`src/rtl/stopwatch_pkg.sv`:
```
// Shared time record, digit limits and divider sizing for the lap stopwatch.
package stopwatch_pkg;

    typedef struct packed {
        logic [6:0] hour;
        logic [6:0] minute;
        logic [6:0] second;
        logic [7:0] m_sec;
    } time_t;

    localparam logic [7:0] MSEC_MAX = 8'd99;
    localparam logic [6:0] SEC_MAX  = 7'd59;
    localparam logic [6:0] MIN_MAX  = 7'd59;

    // Bits needed to count 0..CLK_HZ/TICK_HZ-1; never less than one.
    function automatic int unsigned div_width(input int unsigned clk_hz,
                                              input int unsigned tick_hz);
        int unsigned ratio;
        ratio = clk_hz / tick_hz;
        return (ratio <= 1) ? 32'd1 : 32'($clog2(ratio));
    endfunction

endpackage

```
`src/rtl/stopwatch_lap_if.sv`:
```
// Lap read port: valid/ready handshake carrying the FIFO head entry and occupancy.
interface stopwatch_lap_if #(
    parameter int unsigned LAP_DEPTH = 4
) ();
    localparam int unsigned CNT_W = $clog2(LAP_DEPTH) + 1;

    logic             lap_valid;
    logic             lap_ready;
    logic [6:0]       lap_hour;
    logic [6:0]       lap_minute;
    logic [6:0]       lap_second;
    logic [7:0]       lap_m_sec;
    logic [CNT_W-1:0] lap_count;

    modport master (
        output lap_valid, lap_hour, lap_minute, lap_second, lap_m_sec, lap_count,
        input  lap_ready
    );

    modport slave (
        input  lap_valid, lap_hour, lap_minute, lap_second, lap_m_sec, lap_count,
        output lap_ready
    );
endinterface

```
`src/rtl/stopwatch_lap_fifo.sv`:
```
// First-word-fall-through FIFO of time_t; head is registered and holds its last
// value while the FIFO is empty.
module lap_fifo
    import stopwatch_pkg::*;
#(
    parameter int unsigned DEPTH = 4,
    localparam int unsigned PTR_W = $clog2(DEPTH),
    localparam int unsigned CNT_W = PTR_W + 1
) (
    input  logic             clk,
    input  logic             rst_n,
    input  logic             flush,
    input  logic             push,
    input  logic             pop,
    input  time_t            wdata,
    output time_t            rdata,
    output logic             full,
    output logic             empty,
    output logic [CNT_W-1:0] count
);

    time_t            mem_q [DEPTH];
    time_t            head_q, head_d;
    logic [PTR_W-1:0] wr_q, wr_d, rd_q, rd_d;
    logic [CNT_W-1:0] count_q, count_d;
    logic             do_push, do_pop;

    assign empty   = (count_q == '0);
    assign full    = (count_q == CNT_W'(DEPTH));
    assign do_pop  = pop && !empty;
    // A pop in the same cycle frees the slot a full FIFO needs.
    assign do_push = push && (!full || do_pop) && !flush;

    always_comb begin
        wr_d    = wr_q;
        rd_d    = rd_q;
        count_d = count_q;
        head_d  = head_q;
        if (flush) begin
            wr_d    = '0;
            rd_d    = '0;
            count_d = '0;
            head_d  = '0;
        end else begin
            if (do_push) wr_d = wr_q + 1'b1;
            if (do_pop)  rd_d = rd_q + 1'b1;
            count_d = count_q + CNT_W'(do_push) - CNT_W'(do_pop);
            if (count_d != '0) begin
                head_d = (do_push && (wr_q == rd_d)) ? wdata : mem_q[rd_d];
            end
        end
    end

    always_ff @(posedge clk or negedge rst_n) begin
        if (!rst_n) begin
            wr_q    <= '0;
            rd_q    <= '0;
            count_q <= '0;
            head_q  <= '0;
            for (int unsigned i = 0; i < DEPTH; i++) mem_q[i] <= '0;
        end else begin
            wr_q    <= wr_d;
            rd_q    <= rd_d;
            count_q <= count_d;
            head_q  <= head_d;
            if (do_push) mem_q[wr_q] <= wdata;
        end
    end

    assign rdata = head_q;
    assign count = count_q;

endmodule

```
`src/rtl/stopwatch_lap.sv`:
```
// Stopwatch with tick divider, one-cycle carry chain, lap FIFO and sticky flags.
// Optional down-counting with load/done is enabled by STOPWATCH_COUNTDOWN_EN.
module stopwatch_lap
    import stopwatch_pkg::*;
#(
    parameter int unsigned CLK_HZ    = 50000000,
    parameter int unsigned TICK_HZ   = 100,
    parameter int unsigned MAX_HOURS = 24,
    parameter int unsigned LAP_DEPTH = 4
) (
    input  logic       clock,
    input  logic       reset_n,
    input  logic       run,
    input  logic       clear,
    input  logic       lap,
    output logic [6:0] hour,
    output logic [6:0] minute,
    output logic [6:0] second,
    output logic [7:0] m_sec,
    output logic       lap_overflow,
    output logic       wrapped,
`ifdef STOPWATCH_COUNTDOWN_EN
    input  logic       mode,
    input  logic       load,
    input  logic [6:0] load_hour,
    input  logic [6:0] load_minute,
    input  logic [6:0] load_second,
    input  logic [7:0] load_m_sec,
    output logic       done,
`endif
    stopwatch_lap_if.master lap_port
);

    localparam int unsigned    DIV_W    = div_width(CLK_HZ, TICK_HZ);
    localparam int unsigned    CNT_W    = $clog2(LAP_DEPTH) + 1;
    localparam logic [DIV_W-1:0] DIV_MAX = DIV_W'(CLK_HZ / TICK_HZ - 1);
    localparam logic [6:0]     HOUR_MAX = 7'(MAX_HOURS - 1);

    time_t            time_q, time_d, time_inc;
    logic [DIV_W-1:0] div_q, div_d;
    logic             tick, wrap_hit;
    logic             wrapped_q, wrapped_d, overflow_q, overflow_d;
    logic             fifo_full, fifo_empty;
    time_t            fifo_head;
    logic [CNT_W-1:0] fifo_count;

    assign tick = run && (div_q == DIV_MAX);

    always_comb begin
        time_inc = time_q;
        wrap_hit = 1'b0;
        if (time_q.m_sec != MSEC_MAX) begin
            time_inc.m_sec = time_q.m_sec + 8'd1;
        end else begin
            time_inc.m_sec = '0;
            if (time_q.second != SEC_MAX) begin
                time_inc.second = time_q.second + 7'd1;
            end else begin
                time_inc.second = '0;
                if (time_q.minute != MIN_MAX) begin
                    time_inc.minute = time_q.minute + 7'd1;
                end else begin
                    time_inc.minute = '0;
                    if (time_q.hour != HOUR_MAX) begin
                        time_inc.hour = time_q.hour + 7'd1;
                    end else begin
                        time_inc.hour = '0;
                        wrap_hit      = 1'b1;
                    end
                end
            end
        end
    end

`ifdef STOPWATCH_COUNTDOWN_EN
    time_t time_dec, time_load;
    logic  done_q, done_d;

    always_comb begin
        time_dec = time_q;
        if (time_q.m_sec != '0) begin
            time_dec.m_sec = time_q.m_sec - 8'd1;
        end else begin
            time_dec.m_sec = MSEC_MAX;
            if (time_q.second != '0) begin
                time_dec.second = time_q.second - 7'd1;
            end else begin
                time_dec.second = SEC_MAX;
                if (time_q.minute != '0) begin
                    time_dec.minute = time_q.minute - 7'd1;
                end else begin
                    time_dec.minute = MIN_MAX;
                    time_dec.hour   = (time_q.hour != '0) ? time_q.hour - 7'd1 : HOUR_MAX;
                end
            end
        end
    end

    always_comb begin
        time_load.hour   = (load_hour   > HOUR_MAX) ? HOUR_MAX : load_hour;
        time_load.minute = (load_minute > MIN_MAX)  ? MIN_MAX  : load_minute;
        time_load.second = (load_second > SEC_MAX)  ? SEC_MAX  : load_second;
        time_load.m_sec  = (load_m_sec  > MSEC_MAX) ? MSEC_MAX : load_m_sec;
    end
`endif

    always_comb begin
        time_d     = time_q;
        div_d      = div_q;
        wrapped_d  = wrapped_q;
        overflow_d = overflow_q;
`ifdef STOPWATCH_COUNTDOWN_EN
        done_d     = done_q;
`endif
        if (clear) begin
            time_d     = '0;
            div_d      = '0;
            wrapped_d  = 1'b0;
            overflow_d = 1'b0;
`ifdef STOPWATCH_COUNTDOWN_EN
            done_d     = 1'b0;
`endif
        end else begin
            if (run) div_d = (div_q == DIV_MAX) ? '0 : div_q + 1'b1;
            // Full FIFO drops the lap unless the consumer frees a slot this cycle.
            if (lap && fifo_full && !lap_port.lap_ready) overflow_d = 1'b1;
`ifdef STOPWATCH_COUNTDOWN_EN
            if (load) begin
                time_d = time_load;
                done_d = 1'b0;
            end else if (tick && !done_q) begin
                if (mode) begin
                    if (time_q == '0) done_d = 1'b1;
                    else              time_d = time_dec;
                end else begin
                    time_d = time_inc;
                    if (wrap_hit) wrapped_d = 1'b1;
                end
            end
`else
            if (tick) begin
                time_d = time_inc;
                if (wrap_hit) wrapped_d = 1'b1;
            end
`endif
        end
    end

    always_ff @(posedge clock or negedge reset_n) begin
        if (!reset_n) begin
            time_q     <= '0;
            div_q      <= '0;
            wrapped_q  <= 1'b0;
            overflow_q <= 1'b0;
`ifdef STOPWATCH_COUNTDOWN_EN
            done_q     <= 1'b0;
`endif
        end else begin
            time_q     <= time_d;
            div_q      <= div_d;
            wrapped_q  <= wrapped_d;
            overflow_q <= overflow_d;
`ifdef STOPWATCH_COUNTDOWN_EN
            done_q     <= done_d;
`endif
        end
    end

    lap_fifo #(
        .DEPTH(LAP_DEPTH)
    ) u_lap_fifo (
        .clk  (clock),
        .rst_n(reset_n),
        .flush(clear),
        .push (lap),
        .pop  (lap_port.lap_ready),
        .wdata(time_q),
        .rdata(fifo_head),
        .full (fifo_full),
        .empty(fifo_empty),
        .count(fifo_count)
    );

    assign hour         = time_q.hour;
    assign minute       = time_q.minute;
    assign second       = time_q.second;
    assign m_sec        = time_q.m_sec;
    assign wrapped      = wrapped_q;
    assign lap_overflow = overflow_q;
`ifdef STOPWATCH_COUNTDOWN_EN
    assign done         = done_q;
`endif

    assign lap_port.lap_valid  = !fifo_empty;
    assign lap_port.lap_hour   = fifo_head.hour;
    assign lap_port.lap_minute = fifo_head.minute;
    assign lap_port.lap_second = fifo_head.second;
    assign lap_port.lap_m_sec  = fifo_head.m_sec;
    assign lap_port.lap_count  = fifo_count;

endmodule

```
`src/flat_wrapper.sv`:
```
// flat-port wrapper written by rule: the top's interface ports become plain ports
module stopwatch_lap_flat import stopwatch_pkg::*;
#(
    parameter int unsigned CLK_HZ    = 50000000,
    parameter int unsigned TICK_HZ   = 100,
    parameter int unsigned MAX_HOURS = 24,
    parameter int unsigned LAP_DEPTH = 4
)
  (clock, reset_n, run, clear, lap, hour, minute, second, m_sec, lap_overflow, wrapped, lap_port_lap_valid, lap_port_lap_hour, lap_port_lap_minute, lap_port_lap_second, lap_port_lap_m_sec, lap_port_lap_count, lap_port_lap_ready);
  stopwatch_lap_if #(.LAP_DEPTH(LAP_DEPTH)) lap_port_i ();
  input  logic clock;
  input  logic reset_n;
  input  logic run;
  input  logic clear;
  input  logic lap;
  output logic [6:0] hour;
  output logic [6:0] minute;
  output logic [6:0] second;
  output logic [7:0] m_sec;
  output logic lap_overflow;
  output logic wrapped;
  output wire logic [$bits(lap_port_i.lap_valid)-1:0] lap_port_lap_valid;
  output wire logic [$bits(lap_port_i.lap_hour)-1:0] lap_port_lap_hour;
  output wire logic [$bits(lap_port_i.lap_minute)-1:0] lap_port_lap_minute;
  output wire logic [$bits(lap_port_i.lap_second)-1:0] lap_port_lap_second;
  output wire logic [$bits(lap_port_i.lap_m_sec)-1:0] lap_port_lap_m_sec;
  output wire logic [$bits(lap_port_i.lap_count)-1:0] lap_port_lap_count;
  input wire logic [$bits(lap_port_i.lap_ready)-1:0] lap_port_lap_ready;
  assign lap_port_lap_valid = lap_port_i.lap_valid;
  assign lap_port_lap_hour = lap_port_i.lap_hour;
  assign lap_port_lap_minute = lap_port_i.lap_minute;
  assign lap_port_lap_second = lap_port_i.lap_second;
  assign lap_port_lap_m_sec = lap_port_i.lap_m_sec;
  assign lap_port_lap_count = lap_port_i.lap_count;
  assign lap_port_i.lap_ready = lap_port_lap_ready;
  stopwatch_lap #(.CLK_HZ(CLK_HZ), .TICK_HZ(TICK_HZ), .MAX_HOURS(MAX_HOURS), .LAP_DEPTH(LAP_DEPTH)) u_core (.clock(clock), .reset_n(reset_n), .run(run), .clear(clear), .lap(lap), .hour(hour), .minute(minute), .second(second), .m_sec(m_sec), .lap_overflow(lap_overflow), .wrapped(wrapped), .lap_port(lap_port_i));
endmodule
```
`config.mk`:
```
export PLATFORM = sky130hd
export DESIGN_NAME = stopwatch_lap_flat
export DESIGN_NICKNAME = d
export VERILOG_FILES = /design/src/rtl/stopwatch_pkg.sv /design/src/rtl/stopwatch_lap_if.sv /design/src/rtl/stopwatch_lap_fifo.sv /design/src/rtl/stopwatch_lap.sv /design/src/flat_wrapper.sv
export SDC_FILE = /design/constraint.sdc
export NUM_CORES = 1
export LEC_CHECK = 0
export BUFFER_PORTS_ARGS = -buffer_cell sky130_fd_sc_hd__clkbuf_2
export CORE_ASPECT_RATIO = 1.4
export CORE_MARGIN = 3
export CORE_UTILIZATION = 40
export CTS_CLUSTER_DIAMETER = 60
export DETAILED_ROUTE_END_ITERATION = 7
export GPL_ROUTABILITY_DRIVEN = 0
export SLEW_MARGIN = 20
export SYNTH_ARGS = -nofsm -noshare
export SYNTH_HDL_FRONTEND = slang
export SYNTH_SLANG_ARGS = --single-unit
```
`constraint.sdc`:
```
create_clock -name clock -period 8.4 [get_ports clock]
set_input_delay 0.84 -clock clock [delete_from_list [all_inputs] [get_ports clock]]
set_output_delay 0.84 -clock clock [all_outputs]
set_load 0.02 [all_outputs]
```
Yosys cells after proc, flatten, opt, wreduce, memory -nomap -nowiden
Index checks and enable logic that the tools add are counted.
{"block": "word_totals", "ff_bits": 202, "input_bits": 6, "word_cells": 115}
{"block": "op_classes", "addsub": 9, "n_lt_le_gt_ge": 3, "eq_ne": 10, "mux": 36, "bitwise_logic": 2, "reduce_logical": 25}
{"cell": "29-bit 2-to-1 mux", "n": 8}
{"cell": "116-bit bitwise mux", "n": 1}
{"cell": "29-bit binary-select mux with 2-bit select", "n": 1}
{"cell": "29-bit demux with 2-bit select", "n": 1}
{"cell": "19-bit 2-to-1 mux", "n": 3}
{"cell": "7-bit 2-to-1 mux", "n": 4}
{"cell": "7-bit by 1-bit adder with 7-bit output, second input constant", "n": 3}
{"cell": "21-bit 2-to-1 mux", "n": 1}
{"cell": "19-bit by 1-bit adder with 19-bit output, second input constant", "n": 1}
{"cell": "19-bit equality test, second input constant", "n": 1}
{"cell": "14-bit 2-to-1 mux", "n": 1}
{"cell": "7-bit by 6-bit inequality test with 1-bit output, second input constant", "n": 2}
{"cell": "2-bit nonzero test", "n": 6}
{"cell": "2-bit 2-to-1 mux", "n": 5}
{"cell": "1-bit 2-to-1 mux", "n": 9}
{"cell": "8-bit by 1-bit adder with 8-bit output, second input constant", "n": 1}
{"cell": "1-bit logical AND", "n": 8}
{"cell": "8-bit 2-to-1 mux", "n": 1}
{"cell": "8-bit by 7-bit inequality test with 1-bit output, second input constant", "n": 1}
{"cell": "7-bit by 5-bit inequality test with 1-bit output, second input constant", "n": 1}
{"cell": "3-bit >= comparator, second input constant", "n": 2}
{"cell": "2-bit inequality test, second input constant", "n": 3}
{"cell": "2-bit inverter with 3-bit output", "n": 2}
{"cell": "2-bit by 1-bit adder with 2-bit output, second input constant", "n": 2}
{"cell": "13 further kinds", "n": 17}

Logic depth before layout (Yosys ltp)
Gate-level depths: netlist of the first run.
{"block": "depth", "ltp_word": 12, "mapped_depth": 16}

Hierarchy
A second synthesis of the first run with hierarchy kept.
{"block": "unflattened", "cells_unflattened": 911, "area_unflattened_um2": 10518.8}
{"mod": "lap_fifo", "n_inst": 1, "cells_per_inst": 613, "area_each_um2": 7673.6, "seq_area_each_um2": 3803.6}
{"mod": "stopwatch_lap", "n_inst": 1, "cells_per_inst": 298, "area_each_um2": 2845.2, "seq_area_each_um2": 1251.2}

Least setup slack after synthesis of the first run
OpenSTA, ideal clock, no wires.
{"block": "synth_path", "path_kind": "input-to-reg", "startpoint": "in lap_port_lap_ready", "endpoint": "reg u_core.u_lap_fifo.head_q (netlist bit u_core.u_lap_fifo.rdata[0])", "arrival_ps": 3675, "slack_ps": 4593, "stages": 16, "path_buffers": 4, "cell_sequence": "o31ai_4 inv_2 clkbuf_1 clkbuf_1 ha_1 inv_1 ha_1 inv_1 fa_1 xor2_1 xnor2_1 and3_1 or2_1 clkbuf_1 clkbuf_1 o21ai_1"}
{"block": "synth_between", "elab_chain_len": 10, "elab_cells_between_ends": 19, "cone_classes": "add/sub (2); eq/ne (1); mux (8); bitwise (1); reduce/logical (7)"}
{"item": "start: declaration", "line_no": "flat_wrapper.sv:28", "source": "input wire logic [$bits(lap_port_i.lap_ready)-1:0] lap_port_lap_ready;"}
{"item": "1-bit logical AND (*)", "line_no": "stopwatch_lap_fifo.sv:30", "source": "assign do_pop = pop && !empty;"}
{"item": "parallel branches: the longest is 9 deep, another holds 3-bit by 1-bit adder with 3-bit output"}
{"item": "end signal: assignment", "line_no": "stopwatch_lap_fifo.sv:59", "source": "head_q <= '0;"}
{"item": "end signal: assignment", "line_no": "stopwatch_lap_fifo.sv:65", "source": "head_q <= head_d;"}
{"item": "end: declaration", "line_no": "stopwatch_lap_fifo.sv:23", "source": "time_t head_q, head_d;"}
Mark *: on every way between the ends. The select of a mux whose other input is x is not followed.
A chain may end at the register's enable or synchronous reset.

Final worst setup path of the first run
{"block": "layout_path", "startpoint": "reg u_core.u_lap_fifo.count_q[1], in the netlist u_core.u_lap_fifo.count[1]", "endpoint": "reg u_core.u_lap_fifo.head_q (netlist bit u_core.u_lap_fifo.rdata[1])"}
{"block": "layout_between", "elab_chain_len": 12, "elab_cells_between_ends": 23, "cone_classes": "add/sub (2); eq/ne (2); mux (8); bitwise (1); reduce/logical (10)"}
{"item": "start: declaration", "line_no": "stopwatch_lap_fifo.sv:25", "source": "logic [CNT_W-1:0] count_q, count_d;"}
{"item": "start signal: assignment", "line_no": "stopwatch_lap_fifo.sv:64", "source": "count_q <= count_d;"}
{"item": "parallel branches: the longest is 12 deep, another holds 3-bit by 1-bit adder with 3-bit output"}
Several ways; the timed one is not identified. The select of a mux whose other input is x is not followed.

==> results by group, run 1 <==
Power and ir drop
  – VDD IR-drop max: 148.9 uV
  – Sequential fraction of design power: 37.7%
  – Cell internal pwr: 0.002039 W
  – Part of the power in combinational logic: 32.2%
  – Power per cell area: 272.5 nW/um^2
  – Switching power: 0.001155 W
  – Total power draw: 0.003194 W
  – Lkg Pwr: 5.617 nW
  – Clock share of power: 30.2%
  – Net Sw Frac: 36.15%

Synth
  – Post-synth ARST share: 100.0%
  – Synthesized instance count: 969
  – Yosys warns: 0
  – Syn Area/Cell: 10.81 um^2
  – Net Count, Synth: 987
  – Seq/Total Area, Yosys: 48.27%
  – Post-synth EDFFs: 0
  – Synth cell types: 59
  – Synth Register Bits: 202
  – Post-Syn Area: 10470 um^2
  – Main synth FF type: dfrtp_1

Global routing
  – Largest net degree at the start of global routing: 82
  – Total track usage: 19.21%
  – Initial antenna violation count: 0
  – GRT overflow: 0
  – Vias in the first global route: 8032
  – First-pass GRT wire length: 44.06 mm

Worst setup path
  – CP Class: reg -> reg
  – Critical path endpoint category: flip-flop
  – Crit Path Max Fanout: 61
  – CP Buf/Inv Count: 5
  – CP max stage delay: 0.63 ns
  – Critical path launch point type: flip-flop
  – CP delay by family, top: buffers and inverters
  – Crit-path cells: o31ai_4, buf_4, inv_2, ha_1, inv_1, ha_1, inv_1, fa_1, xor2_1, xnor2_1, and3_1, buf_4, or2_2, o21ai_1
  – CP max-delay cell: buf_4
  – Worst EP required: 8.77 ns
  – WP data arrival: 4.52 ns

Clock tree
  – CTS H-Tree Depth: 1
  – TritonCTS Sinks: 202
  – Gates resized, CTS repair: 0
  – CTS Hold Bufs: 0
  – Clk_lat worst skew: 0.51 ns
  – Clock transition at path regs: 0.06 ns
  – CTS Buffer Depth: 3
  – Clock tree from TritonCTS: built
  – Total setup buffers inserted after CTS: 0
  – TritonCTS Buffers: 23
  – Root buffer cell: clkbuf_16

Route
  – Pre-Repair DR Iteration Count: 4
  – DR vias: 7872
  – Drt initial violations: 482
  – Final wirelength: 27.14 mm
  – Via density: 5.928
  – Wire per inst: 20.44 um
  – Final ANT Viol Nets: 0
  – Drt drc: 0

Timing
  – Slew margin rel.: 26.22%
  – Layout Skew: 0.01748 ns
  – Fin crit share: 49.50%
  – Final worst setup slack: 4.242 ns
  – Final setup TNS: 0 ns
  – RSZ-0062 raised after global routing: no
  – Final setup vio count: 0
  – Slew Limit Fails: 0
  – Hold Fails Final Rpt: 0
  – Tightest Pin Transition: 1.107 ns
  – Post-layout min period: 4.158 ns
  – Highest clock rate: 240.5 MHz

Cells and area
  – Multi-input logic area: 5020 um^2
  – Fin nets: 1011
  – Sequential cell area: 5057 um^2
  – Design Area, Final: 11720 um^2
  – ANT cells: 0
  – Layout cells sized above 1: 27.25%
  – Layout area overhead: 11.91%
  – Fillers: 2396

Floorplanning
  – Starting Density: 40.98%
  – Die W: 142.7 um
  – # IOs: 70
  – Site Rows: 69
  – Die Y-Extent: 197.4 um
  – Core Footprint: 25550 um^2
  – Die area: 28180 um^2

Outcome
  – Outcome: finished, final reports clean

Place
  – Dpl hpwl: 16.35 mm
  – Pre-CTS WS: 3.417 ns
  – Count of input and output buffers: 69
  – DP Area: 10980 um^2

Job
  – Max Cap Viol: 0

Hold path
  – Hold Path Class: in -> async
## flip-flops by register name, summed over array words and instances (netlist names)
signal / flops
u_core.u_lap_fifo.mem_q: 116
u_core.u_lap_fifo.rdata: 29
u_core.div_q: 19
u_core.m_sec: 8
u_core.hour: 7
u_core.minute: 7
u_core.second: 7
u_core.u_lap_fifo.count: 3
u_core.u_lap_fifo.rd_q: 2
u_core.u_lap_fifo.wr_q: 2
u_core.lap_overflow: 1
u_core.wrapped: 1
## cell type report
class | count | share of cell area, %
multi-input cells | 670 | 42.84
well taps | 319 | 3.406
clock inverters | 6 | 0.3203
clock buffers | 35 | 5.979
repair buffers | 82 | 3.854
flip-flops and latches | 202 | 43.16
inverters | 14 | 0.4484
## worst register-to-register path, stage by stage, from the launching register on
cell and delay, ns:
dfrtp_1 0.48, o31ai_4 0.26, buf_4 0.63, inv_2 0.08, ha_1 0.30, inv_1 0.05, ha_1 0.13, inv_1 0.05
fa_1 0.37, xor2_1 0.16, xnor2_1 0.18, and3_1 0.18, buf_4 0.36, or2_2 0.60, o21ai_1 0.18
## cells in the mapped netlist, types with 2 or more instances
master / instances / area share [%]
dfrtp_1: 202 / 48
mux2_2: 138 / 15
nand2_1: 77 / 2.8
o221ai_1: 57 / 4.8
clkbuf_1: 54 / 1.9
nor2_1: 48 / 1.7
o21ai_0: 43 / 2.1
o31ai_1: 40 / 2.9
or3_1: 33 / 2.0
mux2i_1: 32 / 3.1
o21ai_1: 30 / 1.4
a22oi_1: 28 / 2.0
nand3_1: 24 / 1.1
buf_2: 20 / 0.96
inv_1: 12 / 0.43
ha_1: 11 / 1.3
and3_1: 9 / 0.54
a21oi_1: 8 / 0.38
nand2b_1: 8 / 0.48
nand4_1: 8 / 0.48
a31oi_1: 7 / 0.42
xnor2_1: 7 / 0.59
xor2_1: 7 / 0.59
nor2b_1: 6 / 0.36
and2_1: 5 / 0.30
buf_1: 5 / 0.18
nor3_1: 5 / 0.24
nor4_1: 4 / 0.24
and4_1: 3 / 0.25
o211ai_1: 3 / 0.22
buf_6: 2 / 0.22
nand3b_1: 2 / 0.14
nor4b_1: 2 / 0.17
nor4b_2: 2 / 0.29
o22ai_1: 2 / 0.12
or2_1: 2 / 0.12
## stage by stage
| step | std cells | hold slack [ns] | utilization [%] |
|---|---|---|---|
| 4_1_cts | 1328 | 0.3791 | 45.86 |
| 3_5_place_dp | 1287 | 0.4609 | 42.97 |
| 3_3_place_gp | 1287 | 0.4589 | 42.97 |
| 5_1_grt | 1328 | 0.4095 | 45.86 |
| 2_1_floorplan | 969 | 0.4375 | - |
| 6_report | 1328 | 0.3648 | 45.86 |
## power groups by stage
stage / Clock [W] / Combinational (W) / Sequential, W
floorplan: 0 / 0.000702 / 0.00124
global placement: 0 / 0.00101 / 0.00122
detailed placement: 0 / 0.00103 / 0.00122
CTS: 0.000992 / 0.00104 / 0.00120
global route: 0.00103 / 0.00113 / 0.00122
finish: 0.000963 / 0.00103 / 0.00120
## worst paths after layout
check / from / end / slack [ns] / depth (start not counted)
max: u_core.u_lap_fifo.count[1] / u_core.u_lap_fifo.rdata[1] / 4.24 / 14
min: reset_n / u_core.u_lap_fifo.rdata[11] / 0.36 / 1
max reg2reg: u_core.u_lap_fifo.count[1] / u_core.u_lap_fifo.rdata[1] / 4.24 / 14
min reg2reg: u_core.u_lap_fifo.mem_q[81] / u_core.u_lap_fifo.mem_q[81] / 0.48 / 2
max in group asynchronous: reset_n / u_core.div_q[16] / 6.72 / 2
min in group clock: u_core.u_lap_fifo.mem_q[81] / u_core.u_lap_fifo.mem_q[81] / 0.48 / 2
## layer usage
| metal | vias to the layer above | routed length (um) | GRT usage [%] |
|---|---|---|---|
| li1 | 3667 | - | - |
| met1 | 4020 | 11730 | 24.94 |
| met2 | 147 | 13830 | 33.52 |
| met3 | 38 | 1012 | 2.616 |
| met4 | 0 | 568 | 5.389 |
| met5 | - | 0 | 0 |
## layout by cell type (no fill, tap or decap), types with 32 or more instances in the layout
| master | count |
|---|---|
| nand2_1 | 77 |
| dfrtp_1 | 200 |
| o21ai_0 | 43 |
| o221ai_1 | 57 |
| or3_1 | 33 |
| clkbuf_2 | 68 |
| mux2i_1 | 32 |
| mux2_2 | 138 |
| o31ai_1 | 40 |
| nor2_1 | 48 |
## kinds of logic after synthesis
group                    synth area share (%)
XOR/XNOR                                1.171
flip-flops                              48.27
AND/OR/NAND/NOR                         11.61
multiplexers                            18.01
adder cells (fa/ha/maj)                 1.506
buffers and inverters                   3.907
AO/OA/AOI/OAI                           15.52
(Power assumes the default switching activity.)
==> inputs of run 2 (changes only) <==
Clock period 8.4 ns to 3.5 ns, I/O delays scaled along.
==> results by group, run 2 (synthesis results as in run 1) <==
Route
  – Pre-Repair DR Iteration Count: 7
  – Drt drc: 0
  – Wire per inst: 20.38 um
  – Final ANT Viol Nets: 0
  – DR vias: 8000
  – Final wirelength: 27.42 mm
  – Drt initial violations: 449
  – Via density: 5.948

Global routing
  – GRT overflow: 0
  – Total track usage: 19.38%
  – Vias in the first global route: 8142
  – Largest net degree at the start of global routing: 70
  – First-pass GRT wire length: 44.64 mm
  – Initial antenna violation count: 0

Clock tree
  – CTS H-Tree Depth: 1
  – TritonCTS Buffers: 23
  – Clock tree from TritonCTS: built
  – Clock transition at path regs: 0.06 ns
  – Root buffer cell: clkbuf_16
  – TritonCTS Sinks: 202
  – Clk_lat worst skew: 0.52 ns
  – CTS Buffer Depth: 3

Floorplanning
  – Die area: 28180 um^2
  – Die W: 142.7 um
  – # IOs: 70
  – Starting Density: 40.98%
  – Core Footprint: 25550 um^2
  – Die Y-Extent: 197.4 um
  – Site Rows: 69

Timing
  – Highest clock rate: 313.7 MHz
  – RSZ-0062 raised after global routing: no
  – Final setup TNS: 0 ns
  – Slew Limit Fails: 0
  – Hold Fails Final Rpt: 0
  – Post-layout min period: 3.188 ns
  – Hold_ws: 0.1384 ns
  – Fin crit share: 91.08%
  – Slew margin rel.: 37.56%
  – Tightest Pin Transition: 0.9322 ns
  – Final setup vio count: 0
  – Layout Skew: 0.02377 ns

Cells and area
  – Layout cells sized above 1: 28.17%
  – Most flop-heavy register: u_core.u_lap_fifo.mem_q
  – Max reg flops: 116
  – Most frequent cells in the layout: dfrtp_1 (200), mux2_2 (138), nand2_1 (77), clkbuf_2 (68), o221ai_1 (57)
  – ANT cells: 0
  – Fin nets: 1027
  – Most common cell after layout, fill and taps aside: dfrtp_1
  – Multi-input logic area: 5020 um^2
  – Post-route non-filler standard cell count: 1345
  – Sequential cell area: 5057 um^2
  – Layout area overhead: 14.12%
  – Fillers: 2389

Place
  – Count of input and output buffers: 69
  – Dpl hpwl: 17.33 mm
  – DP Cell Count: 1302

Worst setup path
  – Crit-path cells: nor4b_1, nand2b_2, nor2_2, inv_1, ha_1, inv_1, ha_1, inv_1, fa_1, xor2_1, xnor2_1, and3_1, or2_1, buf_6, o21ai_1
  – Crit Path Max Fanout: 21
  – Worst setup path end: u_core.u_lap_fifo.rdata[6]
  – Reg2reg start: u_core.u_lap_fifo.count[1]
  – CP startpoint: u_core.u_lap_fifo.count[1]
  – Most common cell on crit path: inv_1
  – R2r worst-path depth: 15
  – CP max-delay cell: dfrtp_1
  – Critical path endpoint category: flip-flop
  – Worst EP required: 3.88 ns
  – Critical path launch point type: flip-flop
  – R2r setup slk: 0.31 ns
  – CP Class: reg -> reg
  – R2r endpoint: u_core.u_lap_fifo.rdata[6]
  – CP max stage delay: 0.38 ns
  – WP data arrival: 3.56 ns

Power and ir drop
  – Cell internal pwr: 0.005171 W
  – Part of the power in combinational logic: 33.0%
  – Switching power: 0.002862 W
  – Net Sw Frac: 35.63%
  – Clock share of power: 31.7%
  – VDD IR-drop max: 387.2 uV
  – Power per cell area: 672.2 nW/um^2
  – Sequential fraction of design power: 35.3%
  – Lkg Pwr: 5.732 nW

Hold path
  – Hold Path Class: in -> reg

Outcome
  – Outcome: finished, final reports clean

Job
  – Max Cap Viol: 0
-- run 2: changes by cell type in the layout (fill, tap and decap cells not counted), moves of 2 or more --
cell       before  now
buf_12          0    3
buf_4          13   23
buf_6           0    2
bufinv_16       0    3
clkbuf_8        9    7
clkinv_2        4    2
-- run 2: final cells by class --
| cell class | count | share of cell area (%) |
|---|---|---|
| Clock inverter | 8 | 1.047 |
| Sequential cell | 202 | 42.32 |
| Multi-Input combinational cell | 670 | 42.01 |
| Tap cell | 319 | 3.340 |
| Inverter | 14 | 0.4397 |
| Timing Repair Buffer | 98 | 5.183 |
| Clock buffer | 34 | 5.664 |
-- run 2: worst min path at each step --
stage             from                     endpoint  slack, ns  depth (start not counted)
5_1_grt            lap          u_core.lap_overflow       0.15                          3
4_1_cts            lap          u_core.lap_overflow       0.11                          3
3_5_place_dp   reset_n  u_core.u_lap_fifo.mem_q[11]       0.40                          1
2_1_floorplan  reset_n              u_core.div_q[0]       0.05                          0
3_3_place_gp   reset_n  u_core.u_lap_fifo.mem_q[11]       0.40                          1
6_report           lap          u_core.lap_overflow       0.14                          3
-- run 2: per-stage QoR --
stage	utilization [%]	instance area, um^2	power, W	setup WS (ns)
6_report	46.76	11950	0.008033	0.3123
5_1_grt	46.76	11950	0.008479	0.04410
4_1_cts	46.71	11940	0.008103	0.1600
3_5_place_dp	43.54	11130	0.005518	0.05430
3_3_place_gp	43.54	11130	0.005473	0.2272
2_1_floorplan	-	10480	0.004655	0.003944
-- run 2: critical path: cells and delay by family, from the launching register on --
kind | cells | cell delay (ns)
buffers and inverters | 4 | 0.38
AOI/OAI and AO/OA | 1 | 0.10
and+or+nand+nor | 5 | 1.12
DFF | 1 | 0.38
adders and majority gates | 3 | 0.71
xor gates and xnor gates | 2 | 0.36
-- run 2: metal layers --
| layer | share of wire (%) | global-route usage, % |
|---|---|---|
| met1 | 42 | 25.04 |
| met2 | 51 | 33.64 |
| met3 | 5.4 | 3.148 |
| met4 | 1.9 | 5.284 |
| met5 | 0 | 0 |
-- run 2: repair_timing --
item / in CTS / in global routing
setup endpoints to repair: 0 / 29
buffers inserted: 0 / 0
hold buffers: 1 / 0
resized for setup: 0 / 4
endpoints found under the hold margin: 65 / 0
-- run 2: power by group through the flow --
stage                     clock (W)  sequential, W  combinational (W)
after floorplan                   0        0.00297            0.00169
after global placement            0        0.00287            0.00260
after detailed placement          0        0.00288            0.00264
after CTS                   0.00261        0.00284            0.00266
after global routing        0.00271        0.00287            0.00290
final                       0.00255        0.00284            0.00265
